[src/rtl/uart_pkg.sv]
// Shared UART definitions: receiver state encoding, oversampling constants
// and the default baud divisor.
package uart_pkg;
  typedef enum logic [2:0] {IDLE, START, DATA, STOP, BREAK} state_t;

  localparam int OVERSAMPLE   = 16;
  localparam int MID_SAMPLE   = 7;
  localparam int DVSR_DEFAULT = 651;
endpackage

[src/rtl/receiver_4.sv]
// UART receiver, 16x oversampled, LSB first, with framing-error detection.
// Define RECEIVER_4_RX_SYNC_EN to put rx through a 2-flop synchronizer.
module receiver_4
  import uart_pkg::*;
#(
  parameter int DBIT    = 8,
  parameter int SB_TICK = 16
) (
  input  logic            clk,
  input  logic            PRESETn,
  input  logic            rx_en,
  input  logic            rx_rst,
  input  logic            rx,
  input  logic            s_tick,
  output logic [DBIT-1:0] dout,
  output logic            rx_done_tick,
  output logic            rx_error_tick,
  output logic            rx_busy
);
  localparam int SW = $clog2((SB_TICK > OVERSAMPLE) ? SB_TICK : OVERSAMPLE);
  localparam int NW = (DBIT > 1) ? $clog2(DBIT) : 1;

  state_t          state, state_nxt;
  logic [SW-1:0]   s, s_nxt;
  logic [NW-1:0]   n, n_nxt;
  logic [DBIT-1:0] b, b_nxt, dout_nxt;
  logic            done_nxt, err_nxt;
  logic            rx_i;

`ifdef RECEIVER_4_RX_SYNC_EN
  logic [1:0] rx_sync;
  // Resets to the idle-high line level so reset release never looks like a start bit.
  always_ff @(posedge clk or negedge PRESETn) begin
    if (!PRESETn) rx_sync <= 2'b11;
    else          rx_sync <= {rx_sync[0], rx};
  end
  assign rx_i = rx_sync[1];
`else
  assign rx_i = rx;
`endif

  always_ff @(posedge clk or negedge PRESETn) begin
    if (!PRESETn) begin
      state         <= IDLE;
      s             <= '0;
      n             <= '0;
      b             <= '0;
      dout          <= '0;
      rx_done_tick  <= 1'b0;
      rx_error_tick <= 1'b0;
    end else begin
      state         <= state_nxt;
      s             <= s_nxt;
      n             <= n_nxt;
      b             <= b_nxt;
      dout          <= dout_nxt;
      rx_done_tick  <= done_nxt;
      rx_error_tick <= err_nxt;
    end
  end

  always_comb begin
    state_nxt = state;
    s_nxt     = s;
    n_nxt     = n;
    b_nxt     = b;
    dout_nxt  = dout;
    done_nxt  = 1'b0;
    err_nxt   = 1'b0;
    if (rx_rst) begin
      state_nxt = IDLE;
      s_nxt     = '0;
      n_nxt     = '0;
      b_nxt     = '0;
    end else begin
      case (state)
        IDLE:
          if (rx_en && !rx_i) begin
            state_nxt = START;
            s_nxt     = '0;
          end
        START:
          if (s_tick) begin
            if (s == SW'(MID_SAMPLE)) begin
              // A start bit that is high again at mid-bit is a glitch.
              if (!rx_i) begin
                state_nxt = DATA;
                s_nxt     = '0;
                n_nxt     = '0;
              end else begin
                state_nxt = IDLE;
              end
            end else begin
              s_nxt = s + 1'b1;
            end
          end
        DATA:
          if (s_tick) begin
            if (s == SW'(OVERSAMPLE-1)) begin
              b_nxt = {rx_i, b[DBIT-1:1]};
              s_nxt = '0;
              if (n == NW'(DBIT-1)) state_nxt = STOP;
              else                  n_nxt     = n + 1'b1;
            end else begin
              s_nxt = s + 1'b1;
            end
          end
        STOP:
          if (s_tick) begin
            if (s == SW'(SB_TICK-1)) begin
              s_nxt = '0;
              if (rx_i) begin
                dout_nxt  = b;
                done_nxt  = 1'b1;
                state_nxt = IDLE;
              end else begin
                err_nxt   = 1'b1;
                state_nxt = BREAK;
              end
            end else begin
              s_nxt = s + 1'b1;
            end
          end
        BREAK:
          if (rx_i) state_nxt = IDLE;
        default: state_nxt = IDLE;
      endcase
    end
  end

  always_comb begin
    rx_busy = (state != IDLE);
  end
endmodule

[config.mk]
export PLATFORM = sky130hd
export DESIGN_NAME = receiver_4
export DESIGN_NICKNAME = d
export VERILOG_FILES = /design/src/rtl/uart_pkg.sv /design/src/rtl/receiver_4.sv
export SDC_FILE = /design/constraint.sdc
export NUM_CORES = 1
export LEC_CHECK = 0
export BUFFER_PORTS_ARGS = -buffer_cell sky130_fd_sc_hd__buf_4
export CAP_MARGIN = 0
export CORE_MARGIN = 2
export CORE_UTILIZATION = 40
export CTS_CLUSTER_SIZE = 40
export DETAILED_ROUTE_END_ITERATION = 16
export PLACE_DENSITY = 0.59
export SLEW_MARGIN = 20
export SYNTH_ARGS = -nofsm -noshare
export SYNTH_HDL_FRONTEND = slang
export SYNTH_SLANG_ARGS = --single-unit
[constraint.sdc]
create_clock -name clk -period 3.9 [get_ports clk]
set_input_delay 0.39 -clock clk [delete_from_list [all_inputs] [get_ports clk]]
set_output_delay 0.39 -clock clk [all_outputs]
set_load 0.02 [all_outputs]
==> results of run 1 <==
synth_stat cells, types with 3 or more instances:
library cell,instances,area [um^2]
mux2_2,9,101
o21ai_0,6,30.0
dfrtp_1,28,701
nand2b_1,3,18.8
inv_1,6,22.5
nand2_1,4,15.0
a21oi_1,3,15.0
nor2_1,12,45.0
ha_1,3,37.5
nor3b_1,6,45.0
mux2i_1,11,110
buf_2,6,30.0
per-layer routing:
layer  GRT usage (%)  up-vias  share of wire [%]
met5               0        -                  0
met4            3.26        0               0.69
met3            2.11        2                3.2
met2            24.2       12                 50
met1            18.0      494                 46
li1                -      493                  -
power by group through the flow:
stage               Combinational (uW)  Sequential, uW  Clock [uW]
floorplan                         21.9             298           0
global placement                  36.0             300           0
detailed placement                36.4             300           0
CTS                               37.2             295         192
global route                      40.7             295         204
finish                            36.4             295         185
path summary, 6_finish.rpt:
kind                              start       end  slack (ns)  depth (start not counted)
max in group asynchronous       PRESETn      n[0]        3.14                          2
worst min-delay path                 rx  state[2]        0.28                          2
worst max register to register     s[1]   dout[5]        1.86                          6
worst min register to register     s[0]      s[0]        0.52                          1
min in group asynchronous       PRESETn      s[3]        0.50                          2
worst max-delay path               s[1]   dout[5]        1.86                          6
final cells by class:
type                       count  area [um^2]
clock buffer                   3         22.5
clock inverter                 1         30.0
fill                         317         1740
inverter                       6         22.5
multi-input combinational     85          678
sequential                    28          701
tap                           46         57.6
timing repair buffer          18          138
cell families after synthesis:
group                    after synthesis
adder cells (fa/ha/maj)                3
flip-flops                            28
AND/OR/NAND/NOR                       40
multiplexers                          20
buffers and inverters                 14
AO/OA/AOI/OAI                         21
XOR/XNOR                               1
registers in the layout, summed over array words and instances (netlist names):
| signal | count |
|---|---|
| b | 8 |
| dout | 8 |
| s | 4 |
| n | 3 |
| state | 3 |
| rx_done_tick | 1 |
| rx_error_tick | 1 |
what timing repair did:
item | 4_1_cts | 5_1_grt
buffers inserted | 0 | 0
hold endpoints to repair | 28 | 0
hold buffers | 1 | 0
metrics by stage:
| stage | setup WS [ns] | hold slack, ns | util (%) | cells | area, um^2 |
|---|---|---|---|---|---|
| after CTS | 1.85 | 0.267 | 48.7 | 187 | 1650 |
| after floorplan | 2.09 | 0.0944 | - | 127 | 1440 |
| after global placement | 1.97 | 0.329 | 46.8 | 182 | 1590 |
| after global routing | 1.66 | 0.272 | 48.7 | 187 | 1650 |
| final | 1.86 | 0.282 | 48.7 | 187 | 1650 |
| after detailed placement | 1.89 | 0.330 | 46.8 | 182 | 1590 |
cells in the final DEF (no fill, tap or decap), types with 2 or more instances in the layout:
cell type	n
nand2_1	4
a21oi_1	3
mux2i_1	11
mux2_2	9
nor3b_1	6
nor2_1	12
nor3_1	2
nand3_1	2
nand2b_1	3
inv_1	6
ha_1	3
dfrtp_1	28
nor4bb_1	2
o21ai_0	6
clkbuf_4	3
buf_4	17
==> flow_summary.yaml, run 1 <==
outcome:
  status: "complete, no violations"
synth:
  synthCells: 127
  postSynthAreaPerCell_um2: 11.4
  synth_warnings: 0
  syn-num-nets: 136
  netlist_area_mm2: 0.00144
  synth_fa_ha_area_share_pct: 2.60
  synth_xor_area_share_pct: 0.607
  synth_top_family_by_area: "simple AND/OR/NAND/NOR gates"
  synth-seq-cells: 28
  synth_edf_count: 0
  synth_compound_area_share_pct: 11.8
  ys_seq_area_share_pct: 48.6
  yosysUniqueCellTypes: 39
  synth.area.mux_share_pct: 14.7
  synthArstFlopShare_pct: 100
  yosys.area_share.simple_pct: 17.3
  ys.flop_type: "dfrtp_1"
clocking:
  cts_sinks: 28
  clk_pin_slew_ns: 0.15
  cts_buffers: 3
  h-tree-depth: 1
  cts_tree: "built"
  cts_max_path_buffers: 2
  clk_latency_ns: 0.32
  clock-root-buffer: "clkbuf_4"
  cts_resized: 0
timing:
  setup_viol: 0
  finalHoldViolations: 0
  tns_ns: 0
  skew_ns: 0.00603
  max_freq_mhz: 489
  slew_viol_final: 0
  fin_crit_sh_pct: 52.4
  rsz0062_at_grt: "no"
  period_needed_ns: 2.04
  worst_slew_pin_slew_ns: 0.704
  slew_headroom_pct: 52.4
worst_setup_path:
  path_buf_inv: 1
  end_kind: "flop"
  crit_path_start_kind: "flop"
  path_cells: "ha_1 -> nand4_2 -> nor3_2 -> nor3b_1 -> buf_4 -> mux2_2"
  cp_slowest_cell: "dfrtp_1"
  max_stage_delay_ns: 0.42
  required_ns: 4.12
  arrival_ns: 2.26
  critPathKind: "reg2reg"
  critPathMaxFanout: 9
  critical-path-top-delay-family: "simple AND/OR/NAND/NOR gates"
final_layout:
  layout-drive-gt1-share_pct: 26.2
  nNetsFinal: 151
  num_antenna_cells: 0
  area_growth_pct: 14.3
pwr:
  switching_power_uw: 106
  clkPwrFrac_pct: 35.9
  pwr-share-comb_pct: 7.0
  p_sw_share_pct: 20.5
  ir_worst_vdd_uv: 185
  powerDensity_mw_per_mm2: 313
  leakage_uw: 0.000742
  p_seq_share_pct: 57.1
  power.total_uw: 516
  p_int_uw: 410
drt:
  drtPass1Iterations: 4
  wire_per_inst_um: 13.9
  wirelength_mm: 2.61
  antenna_left: 0
  via_per_inst: 5.35
  drc: 0
  num_vias: 1001
  drt-initial-drc-count: 71
grt:
  grt-ovfl-total: 0
  grt_max_degree: 29
  grt_usage_pct: 13.9
  grt_pass1_wl_mm: 4.55
  antenna_found_initial: 0
  grt_pass1_vias: 970
place:
  port_buffers: 16
  dpl.hpwl_mm: 1.88
  place.gp.congestion: 0.822
die:
  die_h_um: 64.1
  row_count: 21
  dieArea_mm2: 0.00410
  initial_core_util_pct: 42.6
  die_w_um: 64.1
  coreArea_mm2: 0.00339
  io_pins: 17
worst_hold_path:
  hold_path_class: "in2reg"
run:
  cap_viol_max_count: 0
No activity file was read; power rests on OpenSTA's default activity.
==> inputs of run 2 (changes only) <==
PLACE_DENSITY = 0.62   (was 0.59)
clock period = 1.7 ns   (was 3.9 ns; I/O delays follow)
==> flow_summary.yaml, run 2 (same netlist as run 1, synthesis figures left out) <==
worst_setup_path:
  critPathKind: "reg2reg"
  path_cells: "or4b_4 -> a221oi_4 -> or2_2 -> a32o_1"
  max_stage_delay_ns: 0.50
  critPathMaxFanout: 4
  arrival_ns: 1.99
  required_ns: 1.98
  end_kind: "flop"
  path_buf_inv: 0
  critical-path-top-delay-family: "simple AND/OR/NAND/NOR gates"
  crit_path_start_kind: "flop"
  cp_slowest_cell: "or4b_4"
timing:
  finalHoldViolations: 0
  skew_ns: 0.0159
  slew_viol_final: 0
  worst_slew_pin_slew_ns: 0.450
  fin_crit_sh_pct: 100
  max_freq_mhz: 585
  rsz0062_at_grt: "yes"
  setup_ws_ns: -0.00842
  period_needed_ns: 1.71
  setup_viol: 6
  slew_headroom_pct: 69.2
clocking:
  clk_pin_slew_ns: 0.16
  cts_sinks: 28
  h-tree-depth: 1
  cts_buffers: 3
  cts_max_path_buffers: 2
  clock-root-buffer: "clkbuf_4"
  clk_latency_ns: 0.34
  cts_tree: "built"
pwr:
  powerDensity_mw_per_mm2: 591
  p_int_uw: 852
  ir_worst_vdd_uv: 363
  switching_power_uw: 268
  pwr-share-comb_pct: 10.2
  p_sw_share_pct: 23.9
  clkPwrFrac_pct: 29.8
  p_seq_share_pct: 60.0
  leakage_uw: 0.000876
final_layout:
  instances_no_fill: 210
  num_antenna_cells: 0
  largest_registers: "b x8, dout x8, s x4"
  layout-drive-gt1-share_pct: 40.2
  area_growth_pct: 31.2
  nNetsFinal: 174
  nFillCells: 283
  layout.core_utilization_pct: 55.9
  final_common_cell: "buf_4"
  final_cell_mix: "buf_4 (38), dfrtp_1 (28), nor2_1 (12)"
drt:
  wirelength_mm: 2.97
  num_vias: 1112
  drc: 0
  antenna_left: 0
  wire_per_inst_um: 14.1
  via_per_inst: 5.30
  drt-initial-drc-count: 81
  drtPass1Iterations: 4
place:
  port_buffers: 16
  dpl.hpwl_mm: 1.97
  place.gp.congestion: 0.872
  place_ws_ns: -0.0386
  post-place-cells: 199
die:
  coreArea_mm2: 0.00339
  row_count: 21
  io_pins: 17
  dieArea_mm2: 0.00410
  initial_core_util_pct: 42.6
  die_w_um: 64.1
  die_h_um: 64.1
grt:
  antenna_found_initial: 0
  grt_pass1_vias: 1139
  grt_max_degree: 29
  grt-ovfl-total: 0
  grt_usage_pct: 16.0
  grt_pass1_wl_mm: 5.10
outcome:
  status: "finished with violations"
  violations: "negative setup slack"
run:
  cap_viol_max_count: 0
worst_hold_path:
  hold_path_class: "in2reg"
[run 2: metrics by stage]
| step | cell area, um^2 | TNS (ns) | hold slack [ns] | total power, uW |
|---|---|---|---|---|
| floorplan | 1460 | 0 | -0.126 | 738 |
| global placement | 1750 | -0.00874 | 0.107 | 787 |
| detailed placement | 1750 | -0.172 | 0.109 | 789 |
| CTS | 1860 | -0.146 | 0.120 | 1130 |
| global route | 1890 | -1.14 | 0.125 | 1170 |
| finish | 1890 | -0.0311 | 0.132 | 1120 |
[run 2: final cells by class]
class | count | area, um^2 | share of cell area [%]
multi-input combinational | 85 | 749 | 39.6
inverter | 6 | 22.5 | 1.19
clock buffer | 4 | 36.3 | 1.92
tap | 46 | 57.6 | 3.04
timing repair buffer | 41 | 327 | 17.3
sequential | 28 | 701 | 37.0
[run 2: routing by layer]
| layer | vias to the layer above | track usage [%] | routed length [um] |
|---|---|---|---|
| li1 | 530 | - | - |
| met1 | 532 | 20.7 | 1320 |
| met2 | 41 | 26.6 | 1430 |
| met3 | 9 | 2.46 | 155 |
| met4 | 0 | 6.52 | 63 |
| met5 | - | 0 | 0 |
[run 2: repair_timing]
action / CTS / global route
gates cloned: 1 / 0
buffers inserted: 4 / 1
hold endpoints to repair: 28 / 0
pin swaps: 6 / 5
hold buffers: 1 / 0
endpoints found under the setup margin: 10 / 16
resized for setup: 9 / 5
[run 2: power groups by stage]
stage / Sequential (uW) / Clock [uW] / Combinational, uW
2_1_floorplan: 685 / 0 / 52.8
3_3_place_gp: 685 / 0 / 103
3_5_place_dp: 685 / 0 / 104
4_1_cts: 672 / 346 / 113
5_1_grt: 673 / 369 / 125
6_report: 672 / 333 / 114
[run 2: final timing paths]
path | startpoint | cells past startpoint | to | slack (ns)
setup / recovery | state[1] | 4 | s[3] | -0.008
hold / removal | rx | 3 | rx_error_tick | 0.13
setup reg to reg | state[1] | 4 | s[3] | -0.008
hold reg to reg | dout[3] | 1 | dout[3] | 0.53
max in group asynchronous | PRESETn | 2 | state[0] | 1.16
min in group asynchronous | PRESETn | 2 | rx_error_tick | 0.27
[run 2: worst reg2reg max path, stage by stage (launching register included)]
cell	delay (ns)
dfrtp_1	0.42
or4b_4	0.50
a221oi_4	0.35
or2_2	0.22
a32o_1	0.16
==> inputs of run 3 (changes only) <==
CORE_UTILIZATION = 51   (was 40)
PLACE_DENSITY = 0.75   (was 0.62)
==> flow_summary.yaml, run 3 (same netlist as run 1, synthesis figures left out) <==
drt:
  antenna_left: 0
  wirelength_mm: 2.98
  drc: 0
  via_per_inst: 5.58
  num_vias: 1089
  drt-initial-drc-count: 21
  drtPass1Iterations: 4
  wire_per_inst_um: 15.3
final_layout:
  instances_no_fill: 195
  final_cell_mix: "buf_4 (35), dfrtp_1 (28), mux2i_1 (11), nor2_1 (11), mux2_4 (8)"
  design_area_mm2: 0.00192
  seqCellArea_um2: 701
  layout-drive-gt1-share_pct: 41.5
  area_growth_pct: 33.3
  layout.core_utilization_pct: 71.0
  final_common_cell: "buf_4"
  num_antenna_cells: 0
  nNetsFinal: 174
  nFillCells: 201
  multiInputGateArea_um2: 787
  largest_registers: "b x8, dout x8, s x4"
worst_setup_path:
  path_cells: "or4b_4 -> a221oi_4 -> or2_2 -> a32o_1"
  path_buf_inv: 0
  crit_path_start_kind: "flop"
  reg2reg_depth: 4
  crit_end: "s[3]"
  rrSetupSlack_ns: -0.03
  critPathKind: "reg2reg"
  end_kind: "flop"
  max_stage_delay_ns: 0.53
  critical-path-top-delay-family: "simple AND/OR/NAND/NOR gates"
  critPathMaxFanout: 4
  required_ns: 1.97
  arrival_ns: 2.00
  reg2reg_from: "state[1]"
  reg2reg_to: "s[3]"
  path_depth: 4
  cp_slowest_cell: "or4b_4"
  crit_start: "state[1]"
grt:
  grt_usage_pct: 19.4
  grtUsageMet1_pct: 26.7
  gr-usage-met3_pct: 2.72
  grt-ovfl-total: 0
  grtUsageMet2_pct: 32.5
  grt_pass1_vias: 1089
  grt_max_degree: 29
  antenna_found_initial: 0
  grt.busiest_layer: "met2"
  grt_pass1_wl_mm: 4.96
clocking:
  clk_latency_ns: 0.32
  cts_tree: "built"
  cts_buffers: 3
  cts_max_path_buffers: 2
  h-tree-depth: 1
  clock-root-buffer: "clkbuf_4"
  clk_pin_slew_ns: 0.14
  cts_sinks: 28
die:
  initial_core_util_pct: 53.2
  die_w_um: 57.2
  die_h_um: 57.2
  dieArea_mm2: 0.00327
  coreArea_mm2: 0.00271
  io_pins: 17
  row_count: 19
timing:
  finalHoldViolations: 0
  skew_ns: 0.00346
  whs_ns: 0.161
  fin_crit_sh_pct: 102
  setup_ws_ns: -0.0300
  slew_headroom_pct: 78.9
  rsz0062_at_grt: "yes"
  period_needed_ns: 1.73
  slew_viol_final: 0
  setup_viol: 4
  worst_slew_pin_slew_ns: 0.309
  max_freq_mhz: 578
place:
  place_area_mm2: 0.00174
  place_ws_ns: -0.0397
  post-place-cells: 185
  place.gp.congestion: 0.808
  dpl.hpwl_mm: 2.03
  port_buffers: 16
pwr:
  ir_worst_vdd_uv: 521
  leakage_uw: 0.000889
  powerDensity_mw_per_mm2: 577
worst_hold_path:
  min_path_cells: 3
  worstHoldStart: "rx"
  hold_path_class: "in2reg"
run:
  cap_viol_max_count: 0
outcome:
  status: "finished with violations"
  violations: "negative setup slack"
## run 3: cell counts in the layout (fill, tap and decap cells not counted)
No cell type changed its count.
## run 3: worst reg2reg max path, cell delays in order (launching register included)
cell	delay (ns)
dfrtp_1	0.42
or4b_4	0.53
a221oi_4	0.36
or2_2	0.22
a32o_1	0.16
## run 3: power breakdown
group          internal, uW  switching, uW
clock                   131            187
sequential              670           2.94
combinational          54.0           65.5
total                   854            256
## run 3: worst min-delay path by stage
stage                               end  slack (ns)
after floorplan                    b[0]       -0.13
after global placement             s[2]        0.11
after detailed placement           s[2]        0.11
after CTS                      state[2]        0.15
after global routing           state[2]        0.15
final                     rx_error_tick        0.16
## run 3: final cells by class
type	instances	area share, %
Tap cell	31	2.02
Clock buffer	4	1.89
Sequential cell	28	36.4
Inverter	6	1.17
Multi-Input combinational cell	85	40.9
Timing Repair Buffer	41	17.6
## run 3: metal layers
metal | part of all wire (%) | up-vias
met4 | 0.57 | 0
met2 | 51 | 15
met5 | 0 | -
li1 | - | 534
met3 | 2.5 | 2
met1 | 45 | 538
## run 3: stage by stage
| step | TNS [ns] | power, uW |
|---|---|---|
| after detailed placement | -0.183 | 789 |
| after CTS | -0.0943 | 1110 |
| after global placement | -0.00403 | 787 |
| after floorplan | 0 | 738 |
| final | -0.0881 | 1110 |
| after global routing | -1.07 | 1150 |
## run 3: repair_timing
action,CTS,global route
cloned,1,0
endpoints found under the setup margin,11,16
buffers inserted,3,1
gates resized for setup,8,18
hold buffers,1,0
hold endpoints to repair,28,0
pin swaps,6,6
